--- src/rtl/display_page_ctrl.sv ---
// Page selector for the seven-segment scanner: debounces next/prev buttons,
// steps through 8085 register pages and registers the selected byte pair.
module display_page_ctrl #(
  parameter int DEBOUNCE_CYCLES = 1000000,
  parameter int CNT_W           = 20
) (
  input  logic       clock_100Mhz,
  input  logic       reset,
  input  logic       btn_next,
  input  logic       btn_prev,
  input  logic       freeze,
  input  logic [7:0] reg_a,
  input  logic [7:0] reg_flags,
  input  logic [7:0] reg_b,
  input  logic [7:0] reg_c,
  input  logic [7:0] reg_d,
  input  logic [7:0] reg_e,
  input  logic [7:0] reg_h,
  input  logic [7:0] reg_l,
  input  logic [15:0] pc,
  input  logic [15:0] sp,
  output logic [7:0] a,
  output logic [7:0] b,
  output logic [2:0] page
);

  localparam logic [CNT_W-1:0] CNT_LAST = CNT_W'(DEBOUNCE_CYCLES - 1);

  // Bit 0 carries the next button, bit 1 the prev button.
  logic [1:0]       s1_q, s1_d;
  logic [1:0]       s2_q, s2_d;
  logic [1:0]       stable_q, stable_d;
  logic [1:0]       stable_dly_q, stable_dly_d;
  logic [CNT_W-1:0] cnt_q [2];
  logic [CNT_W-1:0] cnt_d [2];
  logic [2:0]       page_q, page_d;
  logic [7:0]       a_q, a_d;
  logic [7:0]       b_q, b_d;
  logic [1:0]       press;

  always_comb begin
    s1_d         = {btn_prev, btn_next};
    s2_d         = s1_q;
    stable_dly_d = stable_q;
    for (int i = 0; i < 2; i++) begin
      stable_d[i] = stable_q[i];
      cnt_d[i]    = cnt_q[i];
      if (s2_q[i] == stable_q[i]) begin
        cnt_d[i] = '0;
      end else if (cnt_q[i] == CNT_LAST) begin
        stable_d[i] = s2_q[i];
        cnt_d[i]    = '0;
      end else begin
        cnt_d[i] = cnt_q[i] + CNT_W'(1);
      end
    end
  end

  assign press = stable_q & ~stable_dly_q;

  // Simultaneous next and prev cancel; an out-of-range page recovers to 0.
  always_comb begin
    page_d = page_q;
    if (press[0] ^ press[1]) begin
      if (page_q > 3'd5) begin
        page_d = 3'd0;
      end else if (press[0]) begin
        page_d = (page_q == 3'd5) ? 3'd0 : page_q + 3'd1;
      end else begin
        page_d = (page_q == 3'd0) ? 3'd5 : page_q - 3'd1;
      end
    end
  end

  always_comb begin
    a_d = a_q;
    b_d = b_q;
    if (!freeze) begin
      case (page_q)
        3'd0:    begin a_d = reg_a;     b_d = reg_flags; end
        3'd1:    begin a_d = reg_b;     b_d = reg_c;     end
        3'd2:    begin a_d = reg_d;     b_d = reg_e;     end
        3'd3:    begin a_d = reg_h;     b_d = reg_l;     end
        3'd4:    begin a_d = pc[15:8];  b_d = pc[7:0];   end
        3'd5:    begin a_d = sp[15:8];  b_d = sp[7:0];   end
        default: begin a_d = 8'h00;     b_d = 8'h00;     end
      endcase
    end
  end

  always_ff @(posedge clock_100Mhz) begin
    if (reset) begin
      s1_q         <= '0;
      s2_q         <= '0;
      stable_q     <= '0;
      stable_dly_q <= '0;
      cnt_q[0]     <= '0;
      cnt_q[1]     <= '0;
      page_q       <= '0;
      a_q          <= '0;
      b_q          <= '0;
    end else begin
      s1_q         <= s1_d;
      s2_q         <= s2_d;
      stable_q     <= stable_d;
      stable_dly_q <= stable_dly_d;
      cnt_q[0]     <= cnt_d[0];
      cnt_q[1]     <= cnt_d[1];
      page_q       <= page_d;
      a_q          <= a_d;
      b_q          <= b_d;
    end
  end

  assign a    = a_q;
  assign b    = b_q;
  assign page = page_q;

endmodule

--- config.mk ---
export PLATFORM = sky130hd
export DESIGN_NAME = display_page_ctrl
export DESIGN_NICKNAME = d
export VERILOG_FILES = /design/src/rtl/display_page_ctrl.sv
export SDC_FILE = /design/constraint.sdc
export NUM_CORES = 1
export LEC_CHECK = 0
export BUFFER_PORTS_ARGS = -buffer_cell sky130_fd_sc_hd__buf_2
export CAP_MARGIN = 20
export CORE_AREA = 2 2 105 107
export CTS_BUF_LIST = sky130_fd_sc_hd__clkbuf_2 sky130_fd_sc_hd__clkbuf_4 sky130_fd_sc_hd__clkbuf_8
export DETAILED_ROUTE_END_ITERATION = 6
export DIE_AREA = 0 0 107 109
export HOLD_SLACK_MARGIN = 0.1
export REMOVE_ABC_BUFFERS = 1
export SLEW_MARGIN = 40
export SYNTH_ARGS = -nofsm -noshare
export SYNTH_HDL_FRONTEND = slang
export SYNTH_SLANG_ARGS = --single-unit
--- constraint.sdc ---
create_clock -name clock_100Mhz -period 2.55 [get_ports clock_100Mhz]
set_input_delay 0.255 -clock clock_100Mhz [delete_from_list [all_inputs] [get_ports clock_100Mhz]]
set_output_delay 0.255 -clock clock_100Mhz [all_outputs]
set_load 0.05 [all_outputs]
* Yosys cells after proc, flatten, opt, wreduce, memory -nomap -nowiden
Memory sizes are Yosys's and may differ from the RTL's.
Cells that the tools add are included.
** Storage, ports and cells
- Memory bits (writable) :: 40
- Memories kept :: 1
- Register bits after elaboration :: 27
- Output and inout bits :: 19
** Operators by class
- Mux-type cells :: 15
- Equal/unequal tests :: 9
- Add/sub/neg operators :: 4
- Reductions and logical operators :: 3
- Bitwise logic cells :: 7
- $lt $le $gt $ge :: 1
** Memory list
- cnt_q :: words 2, bits a word 20, rd ports 2, clocked after Yosys merged registers in 0, write ports 2, line 34 : logic [CNT_W-1:0] cnt_q [2];
** Operators by type and width (count)
- two-way mux 20 bit :: 6
- case mux 8 bit (6 select lines) :: 2
- adder 20 x 1 -> 20 bit (second input constant) :: 2
- equality test 20 bit (second input constant) :: 2
- two-way mux 3 bit :: 4
- equality test 3 x 2 -> 1 bit (second input constant) :: 2
- equality test 3 bit (second input constant) :: 2
- AND reduction 2 bit :: 2
- adder 3 x 1 -> 3 bit (second input constant) :: 1
- equality test 3 x 1 -> 1 bit (second input constant) :: 1
- > comparator 3 bit (second input constant) :: 1
- logical NOT 3 bit :: 1
- two-way mux 1 bit :: 3
- subtractor 3 x 1 -> 3 bit (second input constant) :: 1
- AND 2 bit :: 1
- equality test 1 bit :: 2
- inverter 1 bit :: 2
- inverter 2 bit :: 1
- OR 1 bit :: 2
- XOR 1 bit :: 1

* Logic depth before layout (Yosys ltp)
Gate-level depths: netlist (run 1).
- Depth in word-level cells :: 4
- Mapped depth :: 11
- Depth with buffers taken out :: 7

* Worst setup path after synthesis (run 1)
Ideal clock, no wire load.
- Path type :: reg-to-reg
- From :: register page_q[1], in the netlist page[1]
- To :: register a_q[3], in the netlist a[3]
- Clock period less this slack :: 2.591 ns
- Data required time :: 2.462 ns
- Path slack :: -0.041 ns
- Path buffers :: 5
- Cell stages (with the launch flop) :: 12
- Data arrival time :: 2.502 ns
- Cell sequence :: dfxtp_1 > buf_6 > buf_2 > clkbuf_1 > and2_1 > ha_1 > clkbuf_1 > inv_1 > a31oi_4 > buf_6 > a21oi_1 > a311oi_2
** Between the ends
- Cells in the longest elaborated chain, start to end :: 2
- Elaborated cells between the ends (all ways) :: 7
** RTL lines
- from (decl) :: line 36 : logic [2:0] page_q, page_d;
- from (signal assigned) :: line 109 : page_q <= page_d;
- equality test 3 bit, or another cell as far along :: line 79 : case (page_q)
- case mux 8 bit (6 select lines) * :: line 79
- to (signal assigned) :: line 100 : a_q <= '0;
- to (signal assigned) :: line 110 : a_q <= a_d;
- to (decl) :: line 37 : logic [7:0] a_q, a_d;
Every way passes the cells marked *; elsewhere a longest branch is shown, timed or not.
A chain may end at the register's enable or synchronous reset.

==> results.sh, run 1 <==
export IMPL_numPortBuffers=119
export IMPL_area_delta_synth_final_pct=25.1
export IMPL_seq_power_share=0.451
export IMPL_ir_drop_mv=0.211
export IMPL_fmax_mhz=543
export IMPL_worst_pin_slew_ns=0.750
export IMPL_die_area_mm2=0.0117
export IMPL_cp_max_fo=6
export IMPL_io_pins=120
export IMPL_yosysSeqAreaShare=0.371
export IMPL_slew_viol_final=0
export IMPL_final_antenna_net_count=0
export IMPL_fill_cells=1053
export IMPL_multi_input_area_mm2=0.00209
export IMPL_arrival_ns=2.05
export IMPL_grt_usage=0.165
export IMPL_fin_crit_ns=1.84
export IMPL_synthTopCellsByArea="dfxtp_1, xor2_1, nor2_1, a22oi_1, mux4_1"
export IMPL_seqCellArea_mm2=0.00134
export IMPL_power_per_cell_area_mw_per_mm2=528
export IMPL_synthXorXnorAreaFrac=0.0946
export IMPL_cts_tree="done"
export IMPL_gr_total_overflow=0
export IMPL_p_comb_frac=0.096
export IMPL_hp_class="in2reg"
export IMPL_synth_simple_area_share=0.235
export IMPL_drt_pass1_iter_count=7
export IMPL_fin_nets=614
export IMPL_vias=3352
export IMPL_synth_distinct_cells=47
export IMPL_post_cts_resized=0
export IMPL_synth_edf_count=0
export IMPL_r2r_cells=6
export IMPL_final_area_mm2=0.00452
export IMPL_clkPwrFrac=0.452
export IMPL_netlist_area_leader_share=0.371
export IMPL_clockBufferDepth=2
export IMPL_drv_cap=0
export IMPL_synthTopCellsByCount="dfxtp_1, nor2_1, nand2_1"
export IMPL_stdcell_count=657
export IMPL_async_flop_share=0
export IMPL_muxShareOfSynthArea=0.0922
export IMPL_chipHeight_um=109
export IMPL_cts_max_level=3
export IMPL_numClockSinks=67
export IMPL_synth_ff_type="dfxtp_1"
export IMPL_relSlewSlack=0.496
export IMPL_hold_violations=0
export IMPL_cp_start_kind="flip-flop"
export IMPL_post_drt_wl_per_cell_um=14.5
export IMPL_core_area_mm2=0.0106
export IMPL_yosysWarnings=0
export IMPL_path_clk_slew_ns=0.08
export IMPL_worst_clock_skew_ns=0.0140
export IMPL_power_switching_w=0.000556
export IMPL_clk_latency_ns=0.35
export IMPL_crit_type="reg2reg"
export IMPL_yosysMostFrequentCell="dfxtp_1"
export IMPL_via_per_inst=5.10
export IMPL_outcome="finished, violations left"
export IMPL_syn_area_per_cell_um2=9.10
export IMPL_first_iter_violations=152
export IMPL_synth_top_cell_by_area="dfxtp_1"
export IMPL_cts_made_buffers=9
export IMPL_violations="design-rule violations"
export IMPL_setup_viol=0
export IMPL_syn_area_mm2=0.00361
export IMPL_routed_wl_um=9560
export IMPL_power_leakage_nw=1.74
export IMPL_synthAdderAreaFrac=0.0104
export IMPL_period_share=0.722
export IMPL_drive_gt1_frac=0.311
export IMPL_rows=38
export IMPL_grt_max_degree=39
export IMPL_synth_top_family_by_area="simple AND/OR/NAND/NOR gates"
export IMPL_start_util=0.341
export IMPL_die_width_um=107
export IMPL_post_cts_repair_setup_buffers=0
export IMPL_synth_compound_area_frac=0.148
export IMPL_worstPathRequired_ns=2.76
export IMPL_drc=10
export IMPL_dp_cells=639
export IMPL_antenna_found_initial=1
export IMPL_synth_cells=397
export IMPL_cts_root_buffer="clkbuf_8"
export IMPL_internal_power_w=0.00183
export IMPL_place_congestion=0.871
export IMPL_swShare=0.233
export IMPL_grt_pass1_vias=3344
export IMPL_hold_buffers=0
export IMPL_endpoint_kind="flip-flop"
export IMPL_hpwl_um=7160
export IMPL_place_area_mm2=0.00427
export IMPL_min_path_cells=2
export IMPL_rsz0062_at_grt="no"
export IMPL_ys_ff_latch=67
export IMPL_grt_pass1_wl_um=15200
## metal layers
metal	wire length [um]	up-vias	GRT usage
met2	4710	114	0.283
met5	0	-	0
li1	-	1657	-
met3	552	24	0.0406
met4	335	0	0.0974
met1	3960	1557	0.188
## flip-flops by register name (all words and copies together), names as in the netlist
signal and count:
stable_dly_q 2, cnt_q 40, s2_q 2, s1_q 2, a 8, page 3, b 8, stable_dly_d 2
## stage by stage
stage                     TNS (ns)  utilization  hold WS (ns)  power [W]  setup WS [ns]
after global placement           0        0.402         0.427    0.00133          0.736
after floorplan              -1.63            -         0.323    0.00121         -0.180
after detailed placement         0        0.402         0.422    0.00133          0.684
final                            0        0.426         0.122    0.00238          0.709
after CTS                        0        0.425         0.112    0.00241          0.660
after global routing             0        0.426         0.111    0.00247          0.502
## area by class of cell
type,instances,share of cell area
timing repair buffer,125,0.142
antenna,2,0.00111
clock buffer,10,0.0291
tap,140,0.0388
inverter,4,0.00333
clock inverter,6,0.0252
sequential,67,0.297
multi-input combinational,303,0.464
## cells in the final DEF (no fill, tap or decap), types with 5 or more instances in the layout
master	n
nand3_1	23
a21oi_1	21
xor2_1	27
nor2b_1	9
a22oi_1	21
buf_2	119
xnor2_1	12
nand2_1	30
a311oi_2	5
o21ai_0	7
clkbuf_8	9
dfxtp_1	67
nand2b_1	11
buf_4	6
mux4_1	5
nor2_1	54
nand4_1	7
and3_1	6
mux2i_1	10
and4_1	5
nor3_1	7
## kinds of logic (layout without fill, tap and decap cells)
kind of cell | after synthesis | count (layout)
AND/OR/NAND/NOR | 169 | 169
AO/OA/AOI/OAI | 71 | 71
flip-flops | 67 | 67
XOR/XNOR | 39 | 39
buffers and inverters | 27 | 145
multiplexers | 21 | 21
adder cells (fa/ha/maj) | 3 | 3
other | 0 | 2
## power by group through the flow
stage	registers (W)	logic, W	clock network [W]
after floorplan	0.00114	0.0000625	0
after global placement	0.00110	0.000226	0
after detailed placement	0.00110	0.000230	0
after CTS	0.00108	0.000231	0.00110
after global routing	0.00108	0.000248	0.00115
final	0.00108	0.000230	0.00108
## worst max-delay path: stages (launching register included)
cell	delay (ns)
dfxtp_1	0.35
ha_1	0.21
nand2_1	0.07
nor3_1	0.63
nand4_1	0.20
xor2_1	0.18
nor2_1	0.05
## final timing paths
check | start | end | slack [ns]
setup / recovery | cnt_q[0][20] | cnt_q[0][30] | 0.71
hold / removal | btn_next | s1_q[0] | 0.12
setup reg to reg | cnt_q[0][20] | cnt_q[0][30] | 0.71
hold reg to reg | s1_q[1] | s2_q[1] | 0.44
Power figures use the tool's default switching activity.
==> inputs of run 2 (changes only) <==
==> constraint.sdc (replaced) <==
create_clock -name clock_100Mhz -period 1.8 [get_ports clock_100Mhz]
set_input_delay 0.18 -clock clock_100Mhz [delete_from_list [all_inputs] [get_ports clock_100Mhz]]
set_output_delay 0.18 -clock clock_100Mhz [all_outputs]
set_load 0.05 [all_outputs]
==> run 2 against run 1 <==
Compared with the run above: the run now ends clean; via count increased by 1.0%; non-clock buffer count increased by 16; final cell count increased by 2.0%; maximum frequency increased by 15%; worst hold slack improved by 0.013 ns.
==> results.sh, run 2 (synthesis results as in run 1) <==
export IMPL_fin_nets=630
export IMPL_crit_type="reg2reg"
export IMPL_post_cts_repair_setup_buffers=0
export IMPL_power_leakage_nw=1.83
export IMPL_fin_setup_tns_ns=0
export IMPL_routed_wl_um=9400
export IMPL_endpoint_kind="flip-flop"
export IMPL_relSlewSlack=0.652
export IMPL_drt_pass1_iter_count=4
export IMPL_place_congestion=0.855
export IMPL_power_per_cell_area_mw_per_mm2=690
export IMPL_grt_pass1_vias=3254
export IMPL_cp_cell_sequence="nand3_1 > nor4b_1 > nand4_1 > nand2_2 > buf_12 > nor2_1"
export IMPL_worstPathRequired_ns=2.02
export IMPL_hpwl_um=7110
export IMPL_io_pins=120
export IMPL_min_to="b[6]"
export IMPL_drive_gt1_frac=0.326
export IMPL_cts_max_level=3
export IMPL_die_width_um=107
export IMPL_vias=3387
export IMPL_path_clk_slew_ns=0.07
export IMPL_startpoint="cnt_q[0][16]"
export IMPL_rows=38
export IMPL_outcome="completed"
export IMPL_post_cts_resized=0
export IMPL_numPortBuffers=119
export IMPL_drv_cap=0
export IMPL_die_area_mm2=0.0117
export IMPL_hp_start="reg_e[6]"
export IMPL_arrival_ns=1.82
export IMPL_cp_max_fo=18
export IMPL_rsz0062_at_grt="no"
export IMPL_r2r_slack_ns=0.20
export IMPL_worst_clock_skew_ns=0.0156
export IMPL_grt_usage=0.166
export IMPL_fin_crit_ns=1.60
export IMPL_hp_class="in2reg"
export IMPL_final_cell_mix="buf_2, dfxtp_1, nor2_1, nand2_1, xor2_1"
export IMPL_critPathMaxStageDelay_ns=0.38
export IMPL_slew_viol_final=0
export IMPL_chipHeight_um=109
export IMPL_period_share=0.889
export IMPL_post_drt_wl_per_cell_um=14.0
export IMPL_via_per_inst=5.06
export IMPL_cts_root_buffer="clkbuf_8"
export IMPL_largest_reg_flops=40
export IMPL_start_util=0.341
export IMPL_regMostFlops="cnt_q"
export IMPL_crit_cells=6
export IMPL_clockBufferDepth=2
export IMPL_cp_slowest_cell="dfxtp_1"
export IMPL_clk_latency_ns=0.35
export IMPL_core_area_mm2=0.0106
export IMPL_numClockSinks=67
export IMPL_cts_tree="done"
export IMPL_cp_start_kind="flip-flop"
export IMPL_cpLargestDelayFamily="simple AND/OR/NAND/NOR gates"
export IMPL_regToRegEndpoint="cnt_q[0][12]"
export IMPL_area_delta_synth_final_pct=28.8
export IMPL_cp_buffers_inverters=1
export IMPL_grt_pass1_wl_um=15200
export IMPL_r2r_cells=6
export IMPL_drc=0
export IMPL_cts_made_buffers=9
export IMPL_ir_drop_mv=0.326
export IMPL_rr_startpoint="cnt_q[0][16]"
export IMPL_antenna_found_initial=0
export IMPL_diodes=0
export IMPL_setup_viol=0
export IMPL_gr_total_overflow=0
export IMPL_hold_violations=0
export IMPL_layout_commonest_cell="buf_2"
export IMPL_worst_pin_slew_ns=0.518
export IMPL_grt_max_degree=39
export IMPL_min_path_cells=3
export IMPL_fmax_mhz=625
export IMPL_first_iter_violations=132
export IMPL_hold_slack_ns=0.135
export IMPL_final_antenna_net_count=0
## run 2: timing repair
item	4_1_cts	5_1_grt
hold buffers	2	0
endpoints found under the setup margin	0	0
endpoints found under the hold margin	2	0
## run 2: stage by stage
step	cells	setup WS, ns	util	power [W]	area [um^2]
after floorplan	374	-0.930	-	0.00171	3450
after global placement	653	0.224	0.417	0.00189	4420
after detailed placement	653	0.208	0.417	0.00189	4420
after CTS	670	0.187	0.439	0.00325	4650
after global routing	670	0.0577	0.439	0.00335	4650
final	670	0.201	0.439	0.00321	4650
## run 2: how the worst max path moves through the flow
stage,to
6_report,cnt_q[0][12]
5_1_grt,cnt_q[0][13]
4_1_cts,cnt_q[0][12]
3_5_place_dp,cnt_q[0][12]
3_3_place_gp,cnt_q[0][10]
2_1_floorplan,a[3]
## run 2: cell type report
type | instances | area (um^2)
Fill cell | 1044 | 5950
Multi-Input combinational cell | 303 | 2090
Sequential cell | 67 | 1340
Timing Repair Buffer | 141 | 816
Tap cell | 140 | 175
Clock buffer | 10 | 131
Clock inverter | 5 | 78.8
Inverter | 4 | 15.0
## run 2: per-layer routing
metal	GRT usage	part of all wire	vias up
met3	0.0514	0.063	18
li1	-	-	1687
met1	0.195	0.43	1552
met5	0	0	-
met4	0.0835	0.028	0
met2	0.276	0.48	130
## run 2: worst reg2reg max path, delay by kind of cell (launching register included)
kind | cells | cell delay [ns]
and+or+nand+nor | 5 | 0.95
DFF | 1 | 0.38
buffers and inverters | 1 | 0.15
## run 2: power breakdown
part,switching [W],leakage (nW),internal [W],total (W)
clock network,0.000564,0.110,0.000785,0.00135
logic,0.000180,1.17,0.000158,0.000338
registers,0.0000176,0.543,0.00151,0.00152
==> inputs of run 3 (changes only) <==
--- a/config.mk
+++ b/config.mk
@@ -7,11 +7,13 @@
 export LEC_CHECK = 0
 export BUFFER_PORTS_ARGS = -buffer_cell sky130_fd_sc_hd__buf_2
 export CAP_MARGIN = 20
-export CORE_AREA = 2 2 105 107
+export CORE_AREA = 2 2 88 90
 export CTS_BUF_LIST = sky130_fd_sc_hd__clkbuf_2 sky130_fd_sc_hd__clkbuf_4 sky130_fd_sc_hd__clkbuf_8
 export DETAILED_ROUTE_END_ITERATION = 6
-export DIE_AREA = 0 0 107 109
-export HOLD_SLACK_MARGIN = 0.1
+export DIE_AREA = 0 0 90 92
+export HOLD_SLACK_MARGIN = 0.02
+export MAX_ROUTING_LAYER = met4
+export PLACE_DENSITY = 0.78
 export REMOVE_ABC_BUFFERS = 1
 export SLEW_MARGIN = 40
 export SYNTH_ARGS = -nofsm -noshare
==> run 3 against run 2 <==
Compared with the run above: register-to-register slack worse by 0.05 ns; sequential share of layout area is 1.0 points higher; final cell count is 6.6% lower; critical path type unchanged.
==> results.sh, run 3 (synthesis results as in run 1) <==
export IMPL_rsz0062_at_grt="no"
export IMPL_cts_root_buffer="clkbuf_8"
export IMPL_post_drt_wl_per_cell_um=14.5
export IMPL_fill_cells=686
export IMPL_core_area_mm2=0.00745
export IMPL_power_leakage_nw=1.77
export IMPL_grt_pass1_wl_um=14800
export IMPL_fmax_mhz=608
export IMPL_clockBufferDepth=2
export IMPL_internal_power_w=0.00222
export IMPL_hold_buffers=0
export IMPL_power_per_cell_area_mw_per_mm2=650
export IMPL_drv_cap=0
export IMPL_rows=32
export IMPL_vias=3430
export IMPL_r2r_cells=5
export IMPL_layout_commonest_cell="buf_2"
export IMPL_post_cts_repair_setup_buffers=0
export IMPL_post_cts_resized=0
export IMPL_r2r_slack_ns=0.16
export IMPL_area_delta_synth_final_pct=24.3
export IMPL_grt_max_degree=39
export IMPL_seq_power_share=0.523
export IMPL_slew_viol_final=0
export IMPL_swShare=0.240
export IMPL_rr_startpoint="page[0]"
export IMPL_startpoint="page[0]"
export IMPL_setup_viol=0
export IMPL_hpwl_um=6890
export IMPL_antenna_found_initial=2
export IMPL_grt_usage=0.228
export IMPL_die_width_um=90
export IMPL_hp_class="in2reg"
export IMPL_chipHeight_um=92
export IMPL_crit_type="reg2reg"
export IMPL_die_area_mm2=0.00828
export IMPL_start_util=0.485
export IMPL_p_comb_frac=0.113
export IMPL_fin_nets=625
export IMPL_final_cell_mix="buf_2, dfxtp_1, nor2_1, nand2_1, xor2_1"
export IMPL_ir_drop_mv=0.407
export IMPL_hold_violations=0
export IMPL_cts_tree="done"
export IMPL_dp_cells=612
export IMPL_period_share=0.914
export IMPL_relSlewSlack=0.623
export IMPL_cp_max_fo=31
export IMPL_outcome="completed"
export IMPL_drc=0
export IMPL_final_antenna_net_count=0
export IMPL_via_per_inst=5.48
export IMPL_arrival_ns=1.88
export IMPL_first_iter_violations=131
export IMPL_power_switching_w=0.000701
export IMPL_clk_latency_ns=0.33
export IMPL_fin_crit_ns=1.64
export IMPL_regToRegEndpoint="b[3]"
export IMPL_cts_made_buffers=9
export IMPL_numClockSinks=67
export IMPL_worst_pin_slew_ns=0.565
export IMPL_io_pins=120
export IMPL_place_congestion=0.975
export IMPL_fin_setup_tns_ns=0
export IMPL_worstPathRequired_ns=2.04
export IMPL_numPortBuffers=119
export IMPL_grt_pass1_vias=3345
export IMPL_regMostFlops="cnt_q"
export IMPL_endpoint="b[3]"
export IMPL_clkPwrFrac=0.364
export IMPL_path_clk_slew_ns=0.07
export IMPL_endpoint_kind="flip-flop"
export IMPL_drt_pass1_iter_count=4
export IMPL_cp_start_kind="flip-flop"
export IMPL_worst_clock_skew_ns=0.00563
export IMPL_stdcell_count=626
export IMPL_drive_gt1_frac=0.320
export IMPL_gr_total_overflow=0
export IMPL_cts_max_level=3
export IMPL_routed_wl_um=9070
export IMPL_largest_reg_flops=40
[run 3: changes by cell type in the layout (fill, tap and decap cells not counted), sizes merged]
cell / previous run / this run
buf: 139 / 136
diode: 0 / 2
bufinv: 2 / 0
clkinv: 3 / 0
dlygate4sd3: 2 / 0
clkbuf: 10 / 12
[run 3: layout make-up]
type | count | area, um^2 | area share
sequential | 67 | 1340 | 0.299
timing repair buffer | 136 | 748 | 0.167
clock buffer | 12 | 159 | 0.0354
inverter | 4 | 15.0 | 0.00334
tap | 102 | 128 | 0.0284
antenna | 2 | 5.00 | 0.00111
multi-input combinational | 303 | 2090 | 0.466
[run 3: stage by stage]
stage / worst slack [ns] / util / power [W] / hold slack, ns / instance area, um^2
after detailed placement: 0.171 / 0.581 / 0.00189 / 0.403 / 4330
after global placement: 0.238 / 0.581 / 0.00188 / 0.408 / 4330
after global routing: 0.0395 / 0.603 / 0.00303 / 0.0813 / 4490
final: 0.155 / 0.603 / 0.00292 / 0.0624 / 4490
after CTS: 0.159 / 0.602 / 0.00295 / 0.0471 / 4480
after floorplan: -0.930 / - / 0.00171 / 0.248 / 3450
[run 3: worst min-delay path by stage]
stage              from  endpoint  slack, ns  cells after the start
2_1_floorplan     reset      a[3]       0.25                      1
3_3_place_gp   btn_next   s1_q[0]       0.41                      2
3_5_place_dp   btn_next   s1_q[0]       0.40                      2
4_1_cts        btn_next   s1_q[0]       0.05                      2
5_1_grt        btn_prev   s1_q[1]       0.08                      2
6_report       btn_next   s1_q[0]       0.06                      2
[run 3: worst max-delay path, cell delays in order, from the launching register on]
cell and delay (ns):
dfxtp_1 0.34, buf_12 0.18, or2_4 0.27, a31oi_4 0.40
a21oi_1 0.09, a311oi_2 0.27
[run 3: power groups by stage]
stage,combinational [W],clock (W),sequential (W)
global route,0.000353,0.00115,0.00153
global placement,0.000324,0,0.00156
detailed placement,0.000328,0,0.00156
CTS,0.000328,0.00109,0.00153
finish,0.000329,0.00106,0.00153
floorplan,0.0000886,0,0.00162
[run 3: routing by layer]
| layer | GRT usage | vias to the layer above | part of all wire |
|---|---|---|---|
| met3 | 0.0575 | 22 | 0.065 |
| met1 | 0.269 | 1577 | 0.41 |
| met2 | 0.362 | 153 | 0.49 |
| met4 | 0.119 | 0 | 0.027 |
| li1 | - | 1678 | - |
| met5 | - | - | 0 |
